--- src/rtl/multicycle_control_fsm_pkg.sv ---
// multicycle_control_fsm_pkg: shared opcode, state and datapath-select encodings
//   state_t      : 4-bit FSM state encoding
//   OP_*         : IR[31:26] opcodes understood by the sequencer
//   ALUOP_*      : ALUOp codes consumed by ALUControl
//   PCSRC_*      : PC source mux selects
//   ALUB_*       : ALU B-operand mux selects
//   decode_next  : DECODE-state dispatch by opcode
package multicycle_control_fsm_pkg;
  typedef enum logic [3:0] {
    S_IDLE, S_FETCH, S_DECODE, S_RTEXEC, S_RTWB, S_ADDIEXEC, S_ADDIWB,
    S_MEMADR, S_MEMRD, S_MEMWB, S_MEMWR, S_BRANCH, S_JUMP, S_TRAP
  } state_t;
  localparam logic [5:0] OP_RTYPE = 6'b000000;
  localparam logic [5:0] OP_LW    = 6'b100011;
  localparam logic [5:0] OP_SW    = 6'b101011;
  localparam logic [5:0] OP_ADDI  = 6'b001000;
  localparam logic [5:0] OP_BEQ   = 6'b000100;
  localparam logic [5:0] OP_BNE   = 6'b000101;
  localparam logic [5:0] OP_J     = 6'b000010;
  localparam logic [1:0] ALUOP_RTYPE = 2'b00;
  localparam logic [1:0] ALUOP_ADD   = 2'b01;
  localparam logic [1:0] ALUOP_SUB   = 2'b10;
  localparam logic [1:0] PCSRC_ALU    = 2'b00;
  localparam logic [1:0] PCSRC_ALUOUT = 2'b01;
  localparam logic [1:0] PCSRC_JUMP   = 2'b10;
  localparam logic [1:0] ALUB_RT     = 2'b00;
  localparam logic [1:0] ALUB_FOUR   = 2'b01;
  localparam logic [1:0] ALUB_IMM    = 2'b10;
  localparam logic [1:0] ALUB_IMM_SH = 2'b11;
  function automatic state_t decode_next(input logic [5:0] op);
    return (op == OP_RTYPE)                ? S_RTEXEC   :
           (op == OP_LW   || op == OP_SW)  ? S_MEMADR   :
           (op == OP_ADDI)                 ? S_ADDIEXEC :
           (op == OP_BEQ  || op == OP_BNE) ? S_BRANCH   :
           (op == OP_J)                    ? S_JUMP     : S_TRAP;
  endfunction
endpackage

--- src/rtl/multicycle_control_fsm_mem_wait_timer.sv ---
// multicycle_control_fsm_mem_wait_timer: counts memory wait cycles and flags timeout
//   i_clk, i_rst_n : clock, async active-low reset
//   i_clear        : zero the count (takes priority over i_inc)
//   i_inc          : count one more wait cycle
//   o_expired      : count has reached LIMIT
module multicycle_control_fsm_mem_wait_timer #(
  parameter int LIMIT = 15
) (
  input  logic i_clk,
  input  logic i_rst_n,
  input  logic i_clear,
  input  logic i_inc,
  output logic o_expired
);
  logic [7:0] r_count;
  always_ff @(posedge i_clk or negedge i_rst_n)
    if (!i_rst_n) r_count <= '0;
    else if (i_clear) r_count <= '0;
    else if (i_inc) r_count <= r_count + 8'd1;
  assign o_expired = r_count == 8'(LIMIT);
endmodule

--- src/rtl/multicycle_control_fsm.sv ---
// multicycle_control_fsm: sequencer for the shared-memory multicycle MIPS datapath
//   i_clk, i_rst_n      : clock, async active-low reset
//   i_opcode, i_funct   : IR[31:26], IR[5:0]
//   i_zero              : ALU zero flag (branch)
//   i_mem_ready         : memory completes the current access
//   o_mem_read/write    : memory strobes, held until ready
//   o_iord              : 0 address=PC, 1 address=ALUOut
//   o_ir_write, o_pc_write, o_pc_src : IR/PC load controls
//   o_alu_src_a/b, o_alu_op          : ALU operand/opcode selects
//   o_reg_dst, o_mem_to_reg, o_reg_write : register-file controls
//   o_instr_done, o_instr_count      : retire pulse and wrapping count
//   o_debug             : high while trapped
module multicycle_control_fsm
  import multicycle_control_fsm_pkg::*;
#(
  parameter int MEM_TIMEOUT = 15,
  parameter int CNT_W       = 32
) (
  input  logic             i_clk,
  input  logic             i_rst_n,
  input  logic [5:0]       i_opcode,
  input  logic [5:0]       i_funct,
  input  logic             i_zero,
  input  logic             i_mem_ready,
  output logic             o_mem_read,
  output logic             o_mem_write,
  output logic             o_iord,
  output logic             o_ir_write,
  output logic             o_pc_write,
  output logic [1:0]       o_pc_src,
  output logic             o_alu_src_a,
  output logic [1:0]       o_alu_src_b,
  output logic [1:0]       o_alu_op,
  output logic             o_reg_dst,
  output logic             o_mem_to_reg,
  output logic             o_reg_write,
  output logic             o_instr_done,
  output logic [CNT_W-1:0] o_instr_count,
  output logic             o_debug
);
  state_t           r_state;
  logic [CNT_W-1:0] r_instr_count;
  logic             w_waiting;
  logic             w_expired;
  logic             w_unused_funct;
  // funct is decoded by ALUControl, not here
  assign w_unused_funct = ^i_funct;
  assign w_waiting = r_state inside {S_FETCH, S_MEMRD, S_MEMWR};
  // a ready cycle always leaves the wait state, so clearing on it doubles as clear-on-entry
  multicycle_control_fsm_mem_wait_timer #(.LIMIT(MEM_TIMEOUT)) u_timer (
    .i_clk     (i_clk),
    .i_rst_n   (i_rst_n),
    .i_clear   (!w_waiting || i_mem_ready),
    .i_inc     (w_waiting && !i_mem_ready),
    .o_expired (w_expired)
  );
  always_ff @(posedge i_clk or negedge i_rst_n)
    if (!i_rst_n) begin
      r_state       <= S_IDLE;
      r_instr_count <= '0;
    end else begin
      if (o_instr_done) r_instr_count <= r_instr_count + 1'b1;
      case (r_state)
        S_IDLE:     r_state <= S_FETCH;
        S_FETCH:    r_state <= i_mem_ready ? S_DECODE : w_expired ? S_TRAP : S_FETCH;
        S_DECODE:   r_state <= decode_next(i_opcode);
        S_RTEXEC:   r_state <= S_RTWB;
        S_ADDIEXEC: r_state <= S_ADDIWB;
        S_MEMADR:   r_state <= (i_opcode == OP_SW) ? S_MEMWR : S_MEMRD;
        S_MEMRD:    r_state <= i_mem_ready ? S_MEMWB : w_expired ? S_TRAP : S_MEMRD;
        S_MEMWR:    r_state <= i_mem_ready ? S_FETCH : w_expired ? S_TRAP : S_MEMWR;
        S_RTWB, S_ADDIWB, S_MEMWB, S_BRANCH, S_JUMP: r_state <= S_FETCH;
        S_TRAP:     r_state <= S_TRAP;
        default:    r_state <= S_IDLE;
      endcase
    end
  always_comb begin
    o_mem_read   = 1'b0;
    o_mem_write  = 1'b0;
    o_iord       = 1'b0;
    o_ir_write   = 1'b0;
    o_pc_write   = 1'b0;
    o_pc_src     = PCSRC_ALU;
    o_alu_src_a  = 1'b0;
    o_alu_src_b  = ALUB_RT;
    o_alu_op     = ALUOP_RTYPE;
    o_reg_dst    = 1'b0;
    o_mem_to_reg = 1'b0;
    o_reg_write  = 1'b0;
    o_instr_done = 1'b0;
    o_debug      = 1'b0;
    case (r_state)
      S_FETCH: begin
        o_mem_read  = 1'b1;
        o_alu_src_b = ALUB_FOUR;
        o_alu_op    = ALUOP_ADD;
        o_ir_write  = i_mem_ready;
        o_pc_write  = i_mem_ready;
      end
      S_DECODE: begin
        o_alu_src_b = ALUB_IMM_SH;
        o_alu_op    = ALUOP_ADD;
      end
      S_RTEXEC: o_alu_src_a = 1'b1;
      S_RTWB: begin
        o_reg_dst    = 1'b1;
        o_reg_write  = 1'b1;
        o_instr_done = 1'b1;
      end
      S_ADDIEXEC, S_MEMADR: begin
        o_alu_src_a = 1'b1;
        o_alu_src_b = ALUB_IMM;
        o_alu_op    = ALUOP_ADD;
      end
      S_ADDIWB: begin
        o_reg_write  = 1'b1;
        o_instr_done = 1'b1;
      end
      S_MEMRD: begin
        o_mem_read = 1'b1;
        o_iord     = 1'b1;
      end
      S_MEMWB: begin
        o_mem_to_reg = 1'b1;
        o_reg_write  = 1'b1;
        o_instr_done = 1'b1;
      end
      S_MEMWR: begin
        o_mem_write  = 1'b1;
        o_iord       = 1'b1;
        o_instr_done = i_mem_ready;
      end
      S_BRANCH: begin
        o_alu_src_a  = 1'b1;
        o_alu_op     = ALUOP_SUB;
        o_pc_src     = PCSRC_ALUOUT;
        o_pc_write   = (i_opcode == OP_BNE) ? !i_zero : i_zero;
        o_instr_done = 1'b1;
      end
      S_JUMP: begin
        o_pc_src     = PCSRC_JUMP;
        o_pc_write   = 1'b1;
        o_instr_done = 1'b1;
      end
      S_TRAP: o_debug = 1'b1;
      default: ;
    endcase
  end
  assign o_instr_count = r_instr_count;
endmodule
--- config.mk ---
export PLATFORM = sky130hd
export DESIGN_NAME = multicycle_control_fsm
export DESIGN_NICKNAME = d
export VERILOG_FILES = /design/src/rtl/multicycle_control_fsm_pkg.sv /design/src/rtl/multicycle_control_fsm_mem_wait_timer.sv /design/src/rtl/multicycle_control_fsm.sv
export SDC_FILE = /design/constraint.sdc
export NUM_CORES = 1
export LEC_CHECK = 0
export ABC_AREA = 1
export BUFFER_PORTS_ARGS = -buffer_cell sky130_fd_sc_hd__buf_4
export CORE_AREA = 3 3 116 118
export CTS_CLUSTER_DIAMETER = 100
export CTS_CLUSTER_SIZE = 28
export DETAILED_ROUTE_END_ITERATION = 8
export DIE_AREA = 0 0 119 121
export SYNTH_ARGS = -nofsm -noshare
export SYNTH_HDL_FRONTEND = slang
export SYNTH_HIERARCHICAL = 1
export SYNTH_SLANG_ARGS = --single-unit
--- constraint.sdc ---
create_clock -name i_clk -period 3.4 [get_ports i_clk]
set_clock_uncertainty 0.1 [all_clocks]
set_input_delay 0.68 -clock i_clk [delete_from_list [all_inputs] [get_ports i_clk]]
set_output_delay 0.68 -clock i_clk [all_outputs]
set_load 0.01 [all_outputs]
==> results.cfg <==
[cts]
clkLatencyLatePin_ns = 0.29
cts_setup_buffers = 0
cts_made_buffers = 5
cts-htree-levels = 2
cts_hold_buf = 0
cts_buffer_depth = 2
cts.clk_slew.worst_paths_ns = 0.06
cts_resized = 0
cts_tree = yes
cts-root-buf = clkbuf_16
clock-sinks = 44

[power]
combPwrFrac = 0.421
clockPowerShare = 0.250
irDropWorstVdd_v = 0.0003083
p_int_mw = 1.167
p_switching_mw = 0.8260
finalPower_mw = 1.993
leakagePower_nw = 1.839
powerDensity_mw_per_mm2 = 521.0
sequentialPowerShare = 0.329
p_sw_frac = 0.4144

[place]
io_buffer_count = 58
dpl.cell_count = 713
hpwl_um = 6464
place_area_mm2 = 0.003676
gp_congestion = 0.8368

[global_route]
use_met2 = 0.1886
grt_max_degree = 45
antenna_found_initial = 0
grt_usage = 0.1199
first_global_vias = 2957
grt_pass1_wl_um = 14350
gr-usage-met3 = 0.03170
grt.busiest_layer = met2
grt_remaining_overflow = 0
grtUsageMet1 = 0.1630

[sta]
hold_ws_ns = 0.2860
worst_slew_pin_slew_ns = 0.5749
setup_viol = 0
period_minus_slack_ns = 2.514
finalHoldViolations = 0
max_freq_mhz = 397.7
setup_tns_ns = 0
maxSlewHeadroom = 0.6167
min_period_over_period = 0.7395
rsz0062_at_grt = no
slew_violations = 0

[cells_and_area]
layout.area.seq_mm2 = 0.001101
layout-drive-gt1-share = 0.1585
area_growth_pct = 24.16
fill_cells = 1416
antennaDiodeCount = 0
fin_cells = 721
nets = 566
fin_area_mm2 = 0.003826
multi_input_area_mm2 = 0.001705

[worst_setup_path]
crit_path_end_kind = primary output
critical-path-max-stage-delay_ns = 0.48
path_cells = inv_2, nand2_2, nor2_1, nor2_4, nand3_4, buf_4
cp.required_ns = 2.62
path_buf_inv = 2
critPathTopFamily = simple AND/OR/NAND/NOR gates
cp_slowest_cell = dfrtp_1
critPathMaxFanout = 19
crit_arrival_ns = 1.73
path_class = reg -> out
start_kind = register

[floorplanning]
die_x_um = 119
rows = 41
coreArea_mm2 = 0.01257
initial_core_util = 0.2452
ios = 65
dieHeight_um = 121
die_area_mm2 = 0.01440

[synth]
seq_area_frac_synth = 0.3573
synth_nets = 506
synth_most_common_cell = nand2_1
ys_ff_latch = 44
synthTopCellsByArea = dfrtp_1 (36%), nand2_1 (23%), nor2_1 (11%), inv_1 (6.0%), nand3_1 (5.4%)
netlist_area_mm2 = 0.003082
synth_top_cell_by_area = dfrtp_1
synth.distinct_cells = 30
synthTopCellsByCount = nand2_1 (190), nor2_1 (88), inv_1 (49), dfrtp_1 (44), nand3_1 (33)
synth.top_cell.area_share = 0.3573
async_flop_share = 1.000
yosys_most_used_dff = dfrtp_1
synth_edf_count = 0
synth_cells = 488
avgSynthCellArea_um2 = 6.315
synth_warnings = 6

[detailed_routing]
vias = 3097
drcViolationCount = 0
totalWireLength_um = 8246
postRouteAntennaNets = 0
vias_per_cell = 4.295
drt_iter0_markers = 188
firstDrtPassIters = 4
wl_per_cell_um = 11.44

[flow_run]
drv_cap = 0

[hold_path]
hp-class = in -> async

[run_status]
status = finished clean
==> worst reg2reg max path: stages, from the launching register on <==
cell	delay, ns
dfrtp_1	0.48
inv_2	0.10
nand2_2	0.10
nor2_1	0.30
nor2_4	0.07
nand3_4	0.22
buf_4	0.33
inv_4	0.15
nand2_1	0.08
o21ai_0	0.07
==> state kept, by name (all words and copies together), names as in the netlist <==
signal / cells
o_instr_count: 32
u_timer/r_count: 8
r_state: 4
==> path summary, 6_finish.rpt <==
| kind | depth (start not counted) | slack, ns | to | from |
|---|---|---|---|---|
| max in group asynchronous | 1 | 2.51 | o_instr_count[29]$_DFFE_PN0P_ | i_rst_n |
| max reg2reg | 9 | 1.29 | o_instr_count[2]$_DFFE_PN0P_ | r_state[2]$_DFF_PN0_ |
| max | 6 | 0.89 | o_instr_done | r_state[2]$_DFF_PN0_ |
| min reg2reg | 2 | 0.44 | u_timer/r_count[1]$_DFFE_PN0P_ | u_timer/r_count[1]$_DFFE_PN0P_ |
| min in group i_clk | 2 | 0.44 | u_timer/r_count[1]$_DFFE_PN0P_ | u_timer/r_count[1]$_DFFE_PN0P_ |
| min | 1 | 0.29 | o_instr_count[8]$_DFFE_PN0P_ | i_rst_n |
==> layer usage <==
layer	routed length, um	part of all wire	vias up
li1	-	-	1630
met4	89	0.011	0
met1	3925	0.48	1381
met5	0	0	-
met2	3719	0.45	76
met3	511	0.062	10
==> metrics by stage <==
stage,utilization,worst slack (ns)
2_1_floorplan,-,1.326
3_3_place_gp,0.2925,1.075
3_5_place_dp,0.2925,1.083
4_1_cts,0.3044,0.8731
5_1_grt,0.3044,0.7951
6_report,0.3044,0.8855
==> power by group through the flow <==
stage                     clock network, mW  logic (mW)  registers, mW
after floorplan                           0       0.608          0.652
after global placement                    0       0.845          0.666
after detailed placement                  0       0.849          0.665
after CTS                             0.510       0.852          0.656
after global routing                  0.531       0.958          0.670
final                                 0.498       0.839          0.656
==> layout by cell type, fill, tap and decap left out, drive strengths merged, types with 7 or more instances in the layout <==
| cell type | n |
|---|---|
| buf | 59 |
| clkbuf | 7 |
| dfrtp | 44 |
| inv | 55 |
| nand2 | 193 |
| nand3 | 35 |
| nand4 | 8 |
| nor2 | 97 |
| o21ai | 18 |
| xor2 | 12 |
==> area by class of cell <==
cell class                      instances  area share
Sequential cell                        44      0.2878
Inverter                               55     0.05526
Timing Repair Buffer                   59      0.1158
Tap cell                              172     0.05625
Clock buffer                            7     0.03728
Multi-Input combinational cell        383      0.4457
Clock inverter                          1    0.001962
==> logic make-up (layout without fill, tap and decap cells) <==
family	after synthesis	after routing	synth area share
AND/OR/NAND/NOR	343	343	0.4649
buffers and inverters	61	122	0.08932
flip-flops	44	44	0.3573
AO/OA/AOI/OAI	25	25	0.04345
XOR/XNOR	13	13	0.03695
adder cells (fa/ha/maj)	2	2	0.008119
(Power assumes the default switching activity.)
